## src/rtl/rst_seq_pkg.sv

```systemverilog
// Shared types and sizing helpers for the rst_seq reset sequencer.
package rst_seq_pkg;

   typedef enum logic [1:0] {SYNC, WAIT, DONE, HOLD} rst_seq_state_e;

   // Counter must hold both the largest delay value and STRETCH-1.
   function automatic int unsigned cnt_width(input int unsigned dly_w,
                                             input int unsigned stretch);
      int unsigned s;
      s = $clog2(stretch) + 1;
      return (dly_w > s) ? dly_w : s;
   endfunction

endpackage

```

## src/rtl/rst_seq_sync.sv

```systemverilog
// Async-clear, synchronous-release reset synchroniser, STAGE flops deep.
module rst_seq_sync #(
   parameter int unsigned STAGE = 3
) (
   input  logic clk_i,
   input  logic rst_i,
   output logic rel_o
);

   logic [STAGE-1:0] sync_q;

   always_ff @(posedge clk_i or posedge rst_i) begin
      if (rst_i) begin
         sync_q <= '0;
      end else begin
         sync_q <= {sync_q[STAGE-2:0], 1'b1};
      end
   end

   assign rel_o = sync_q[STAGE-1];

endmodule

```

## src/rtl/rst_seq.sv

```systemverilog
// Multi-channel ordered reset sequencer with per-channel release delays.
// Define RST_SEQ_SW_RST_EN to build the software re-reset path (HOLD state).
module rst_seq
   import rst_seq_pkg::*;
#(
   parameter int unsigned CH_NUM  = 4,
   parameter int unsigned STAGE   = 3,
   parameter int unsigned DLY_W   = 8,
   parameter int unsigned STRETCH = 16
) (
   input  logic                         clk_i,
   input  logic                         rst_i,
   input  logic [CH_NUM-1:0][DLY_W-1:0] dly_i,
   input  logic [CH_NUM-1:0]            sw_rst_req_i,
   output logic                         sw_rst_ack_o,
   output logic [CH_NUM-1:0]            rst_n_o,
   output logic                         done_o
);

   localparam int unsigned CNT_W = cnt_width(DLY_W, STRETCH);
   localparam int unsigned IDX_W = (CH_NUM > 1) ? $clog2(CH_NUM) : 1;

   rst_seq_state_e    state_q, state_d;
   logic [IDX_W-1:0]  idx_q, idx_d;
   logic [CNT_W-1:0]  cnt_q, cnt_d;
   logic [CH_NUM-1:0] rst_n_q, rst_n_d;
   logic              done_q, done_d;
   logic              ack_q, ack_d;
   logic              rel;
   logic [DLY_W-1:0]  dly_sel;

   rst_seq_sync #(
      .STAGE (STAGE)
   ) u_sync (
      .clk_i (clk_i),
      .rst_i (rst_i),
      .rel_o (rel)
   );

   assign dly_sel = dly_i[idx_q];

`ifdef RST_SEQ_SW_RST_EN
   logic              req_any;
   logic [IDX_W-1:0]  req_idx;
   logic [CH_NUM-1:0] req_mask;

   // Lowest requesting channel, and a mask of it plus every higher channel.
   always_comb begin
      req_idx  = '0;
      req_mask = '0;
      for (int i = CH_NUM - 1; i >= 0; i--) begin
         if (sw_rst_req_i[i]) req_idx = IDX_W'(i);
      end
      for (int i = 0; i < CH_NUM; i++) begin
         req_mask[i] = sw_rst_req_i[i] | ((i > 0) ? req_mask[(i > 0) ? i - 1 : 0] : 1'b0);
      end
   end
   assign req_any = |sw_rst_req_i;
`else
   logic unused_req;
   assign unused_req = ^sw_rst_req_i;
`endif

   always_comb begin
      state_d = state_q;
      idx_d   = idx_q;
      cnt_d   = cnt_q;
      rst_n_d = rst_n_q;
      done_d  = done_q;
      ack_d   = 1'b0;
      unique case (state_q)
         SYNC: begin
            if (rel) begin
               state_d = WAIT;
               idx_d   = '0;
               cnt_d   = '0;
            end
         end
         WAIT: begin
            if (cnt_q == CNT_W'(dly_sel)) begin
               rst_n_d[idx_q] = 1'b1;
               cnt_d          = '0;
               if (idx_q == IDX_W'(CH_NUM - 1)) begin
                  state_d = DONE;
                  done_d  = 1'b1;
               end else begin
                  idx_d = idx_q + 1'b1;
               end
            end else begin
               cnt_d = cnt_q + 1'b1;
            end
         end
         DONE: begin
`ifdef RST_SEQ_SW_RST_EN
            if (req_any) begin
               rst_n_d = rst_n_q & ~req_mask;
               done_d  = 1'b0;
               idx_d   = req_idx;
               cnt_d   = '0;
               ack_d   = 1'b1;
               state_d = HOLD;
            end
`endif
         end
`ifdef RST_SEQ_SW_RST_EN
         HOLD: begin
            // Any request restarts the stretch window; no second ack.
            if (req_any) begin
               rst_n_d = rst_n_q & ~req_mask;
               idx_d   = (req_idx < idx_q) ? req_idx : idx_q;
               cnt_d   = '0;
            end else if (cnt_q == CNT_W'(STRETCH - 1)) begin
               state_d = WAIT;
               cnt_d   = '0;
            end else begin
               cnt_d = cnt_q + 1'b1;
            end
         end
`endif
         default: ;
      endcase
   end

   always_ff @(posedge clk_i or posedge rst_i) begin
      if (rst_i) begin
         state_q <= SYNC;
         idx_q   <= '0;
         cnt_q   <= '0;
         rst_n_q <= '0;
         done_q  <= 1'b0;
         ack_q   <= 1'b0;
      end else begin
         state_q <= state_d;
         idx_q   <= idx_d;
         cnt_q   <= cnt_d;
         rst_n_q <= rst_n_d;
         done_q  <= done_d;
         ack_q   <= ack_d;
      end
   end

   assign rst_n_o      = rst_n_q;
   assign done_o       = done_q;
   assign sw_rst_ack_o = ack_q;

endmodule

```

## config.mk

```make
export PLATFORM = sky130hd
export DESIGN_NAME = rst_seq
export DESIGN_NICKNAME = d
export VERILOG_FILES = /design/src/rtl/rst_seq_pkg.sv /design/src/rtl/rst_seq_sync.sv /design/src/rtl/rst_seq.sv
export SDC_FILE = /design/constraint.sdc
export NUM_CORES = 1
export LEC_CHECK = 0
export BUFFER_PORTS_ARGS = -buffer_cell sky130_fd_sc_hd__buf_4
export CAP_MARGIN = 0
export CORE_AREA = 2 2 59 61
export DETAILED_ROUTE_END_ITERATION = 8
export DIE_AREA = 0 0 61 63
export PLACE_DENSITY = 0.62
export SLEW_MARGIN = 25
export SYNTH_ARGS = -nofsm -noshare
export SYNTH_HDL_FRONTEND = slang
export SYNTH_HIERARCHICAL = 1
export SYNTH_SLANG_ARGS = --single-unit
export TNS_END_PERCENT = 30
```

## constraint.sdc

```tcl
create_clock -name clk_i -period 5.7 [get_ports clk_i]
set_clock_uncertainty 0.05 [all_clocks]
set_input_delay 0.855 -clock clk_i [delete_from_list [all_inputs] [get_ports clk_i]]
set_output_delay 0.855 -clock clk_i [all_outputs]
set_load 0.02 [all_outputs]
```

==> run_results.csv <==
group,metric,value,unit
cts,cts_tree,"done",
sta,final_period_minus_worst_setup_slack,2950,ps
power,irDropWorstVdd,235,µV
global_routing,grt_pass1_wl,4780,µm
drt,detail_route.first_pass.iterations,5,
drt,finalWirelength,2870,µm
layout,finish.net_count,185,
place,place.detailed.hpwl,2190,µm
critical_path,critPathRequiredTime,5850,ps
cts,cts.clk_slew.worst_paths,120,ps
sta,final-max-slew-violation-count,0,
drt,number_of_vias_after_detailed_routing,968,
sta,rsz0062_at_grt,"false",
synth,synthFlopType,"sky130_fd_sc_hd__dfrtp_1",
job,max_cap_viol,0,
power,leakagePower,0.726,nW
sta,timing.max_slew.rel_slack,0.483,
floorplan,num_io_pins,44,
min_path,min_path_type,"reg -> reg",
cts,numCtsBuffers,3,
critical_path,worst_setup_path_end_kind,"register",
sta,fin_setup_tns,0,ps
cts,numClockSinks,20,
sta,max_freq,0.339,GHz
floorplan,floorplan_die_area,0.00384,mm²
synth,synth_warnings,6,
floorplan,die_width,61,µm
synth,edff_count_synth,0,
floorplan,start_util,0.379,
synth,fraction_of_registers_with_async_set_or_reset_after_synthesis,1.00,
critical_path,critical_path.slowest_cell,"sky130_fd_sc_hd__dfrtp_1",
synth,post_synth_instance_area,0.00122,mm²
layout,ratio_of_cells_with_drive_above_1_in_the_final_layout,0.390,
drt,drt-wirelength-per-cell,15.3,µm
floorplan,dieHeight,63,µm
global_routing,vias_in_the_first_global_route,1005,
drt,route.detailed.drc,0,
sta,setup-violations-final,0,
critical_path,worstPathMaxFanout,13,
drt,count_of_antenna_violating_nets_left_after_detailed_routing,0,
synth,synth-seq-area-share,0.409,
critical_path,critical_path.max_stage_delay,720,ps
synth,synth.avg_cell_area,11.7,µm²
synth,gate_count_post_synth,105,
drt,routed_vias_inst,5.18,
global_routing,grt-ovfl-total,0,
cts,cts_max_level,1,
place,buffer_ports.inserted,38,
cts,worst_skew_pair.late_latency,310,ps
cts,bufs_on_longest_clock_path,2,
place,post-place-cells,183,
sta,tightest_slew,774,ps
cts,cts_hold_buf,0,
drt,first_drt_iteration_drcs,29,
critical_path,start_to_end_type_of_the_worst_setup_path,"reg -> reg",
cts,post_cts.resized_instances,0,
floorplan,standard_cell_row_count,21,
global_routing,grtUsageTotal,0.167,
floorplan,design.core.area,0.00323,mm²
critical_path,cp.arrival,3100,ps
sta,fin_crit_sh,0.517,
global_routing,maximum_number_of_pins_on_one_net_before_global_route_repair,18,
layout,area.growth.synth_to_final,29.1,%
critical_path,critical_path.cell_chain,"mux4_2, xnor2_1, nand4_1, nor2_2, nor2_1, a221o_1",
power,power_per_cell_area,449,mW/mm²
cts,post_cts_buffers,0,
synth,syn_nets,148,
synth,postSynthRegisterBits,20,
critical_path,critical_path.startpoint_type,"register",
sta,finalHoldViolCount,0,
place,gp_congestion,0.772,
layout,stdcell_count,187,
layout,diodes,0,
cts,clock-root-buffer,"sky130_fd_sc_hd__clkbuf_4",
synth,synth.distinct_cells,35,
global_routing,initial_antenna_violation_count,0,
outcome,status,"completed",
[area by class of cell]
| type | count | area, µm² |
|---|---|---|
| repair buffers | 38 | 285 |
| fillers | 313 | 1650 |
| inverters | 6 | 22.5 |
| clock buffers | 3 | 22.5 |
| flip-flops and latches | 20 | 500 |
| multi-input cells | 73 | 663 |
| well taps | 46 | 57.6 |
| clock inverters | 1 | 30.0 |
[cell usage after synthesis, types with 3 or more instances]
| master | n | area share |
|---|---|---|
| sky130_fd_sc_hd__a31o_1 | 3 | 0.021 |
| sky130_fd_sc_hd__dfrtp_1 | 20 | 0.41 |
| sky130_fd_sc_hd__mux4_2 | 8 | 0.15 |
| sky130_fd_sc_hd__a22o_1 | 3 | 0.021 |
| sky130_fd_sc_hd__inv_1 | 6 | 0.018 |
| sky130_fd_sc_hd__nor4_1 | 3 | 0.015 |
| sky130_fd_sc_hd__nor2_1 | 3 | 0.0092 |
| sky130_fd_sc_hd__xnor2_1 | 9 | 0.064 |
| sky130_fd_sc_hd__a221o_1 | 4 | 0.033 |
| sky130_fd_sc_hd__nand2_1 | 3 | 0.0092 |
| sky130_fd_sc_hd__ha_1 | 5 | 0.051 |
| sky130_fd_sc_hd__and2_1 | 3 | 0.015 |
| sky130_fd_sc_hd__nand3_1 | 4 | 0.016 |
[cell usage in the layout (no fill, tap or decap), drive strengths merged]
cell type	Yosys	routed
buf	3	38
dfrtp	20	20
xnor2	9	9
mux4	8	8
inv	6	6
ha	5	5
a31o	5	5
nand3	4	4
a221o	4	4
nor2	4	4
nor4	3	3
a22o	3	3
and2	3	3
nand2	3	3
clkbuf	3	3
nand4	2	2
o21bai	2	2
nor3	2	2
a21oi	2	2
o31ai	2	2
conb	2	2
nand2b	1	1
and3	1	1
and4b	1	1
a21o	1	1
nor2b	1	1
nor4b	1	1
or2	1	1
mux2	1	1
nor3b	1	1
o21ai	1	1
bufinv	0	1
[state kept, by name, indices dropped and copies added, names as in the netlist]
name           count
u_sync/sync_q      3
state_q            2
idx_q              2
done_o             1
rst_n_o            4
cnt_q              8
[cell families after synthesis]
family | Yosys count | share of synthesized area
DFF | 20 | 0.409
other | 2 | 0.00613
and+or+nand+nor | 28 | 0.131
AOI/OAI and AO/OA | 20 | 0.133
muxes | 9 | 0.156
buffers and inverters | 12 | 0.0500
xor gates and xnor gates | 9 | 0.0644
adders and majority gates | 5 | 0.0511
[per-stage QoR]
| stage | setup WS (ps) | cell area (µm²) | util | hold WS (ps) | total power [mW] |
|---|---|---|---|---|---|
| floorplan | 3280 | 1220 | - | 281 | 0.516 |
| global placement | 2680 | 1530 | 0.473 | 286 | 0.579 |
| detailed placement | 2660 | 1530 | 0.473 | 289 | 0.594 |
| CTS | 2770 | 1580 | 0.489 | 319 | 0.715 |
| global route | 2540 | 1580 | 0.489 | 336 | 0.766 |
| finish | 2750 | 1580 | 0.489 | 314 | 0.710 |
[worst max-delay path: cells and delay by family (launching register included)]
kind             cells  cell delay, ps
AO/OA/AOI/OAI        1             370
multiplexers         1             590
flip-flops           1             720
XOR/XNOR             1             160
AND/OR/NAND/NOR      3             940
[power breakdown]
part           total (mW)  leakage [nW]  switching (mW)  internal, mW
Sequential          0.277         0.249          0.0882         0.189
Combinational       0.314         0.449           0.126         0.188
Clock               0.119        0.0279          0.0476        0.0711
[metal layers]
layer,vias to the layer above,part of all wire,global-route usage
li1,463,-,-
met1,485,0.42,0.227
met2,18,0.55,0.278
met3,2,0.023,0.0248
met4,0,0.0063,0.0326
met5,-,0,0
[worst paths after layout]
kind	start	endpoint	slack, ps	cells after the start
worst max-delay path	idx_q[0]$_DFFE_PP0P_	cnt_q[5]$_DFFE_PP0P_	2750	6
max in group asynchronous	rst_i	cnt_q[4]$_DFFE_PP0P_	4600	2
min in group asynchronous	rst_i	u_sync/sync_q[2]$_DFF_PP0_	350	2
worst max register to register	idx_q[0]$_DFFE_PP0P_	cnt_q[5]$_DFFE_PP0P_	2750	6
worst min register to register	u_sync/sync_q[0]$_DFF_PP0_	u_sync/sync_q[1]$_DFF_PP0_	310	0
worst min-delay path	u_sync/sync_q[0]$_DFF_PP0_	u_sync/sync_q[1]$_DFF_PP0_	310	0
No activity file was read; power rests on OpenSTA's default activity.
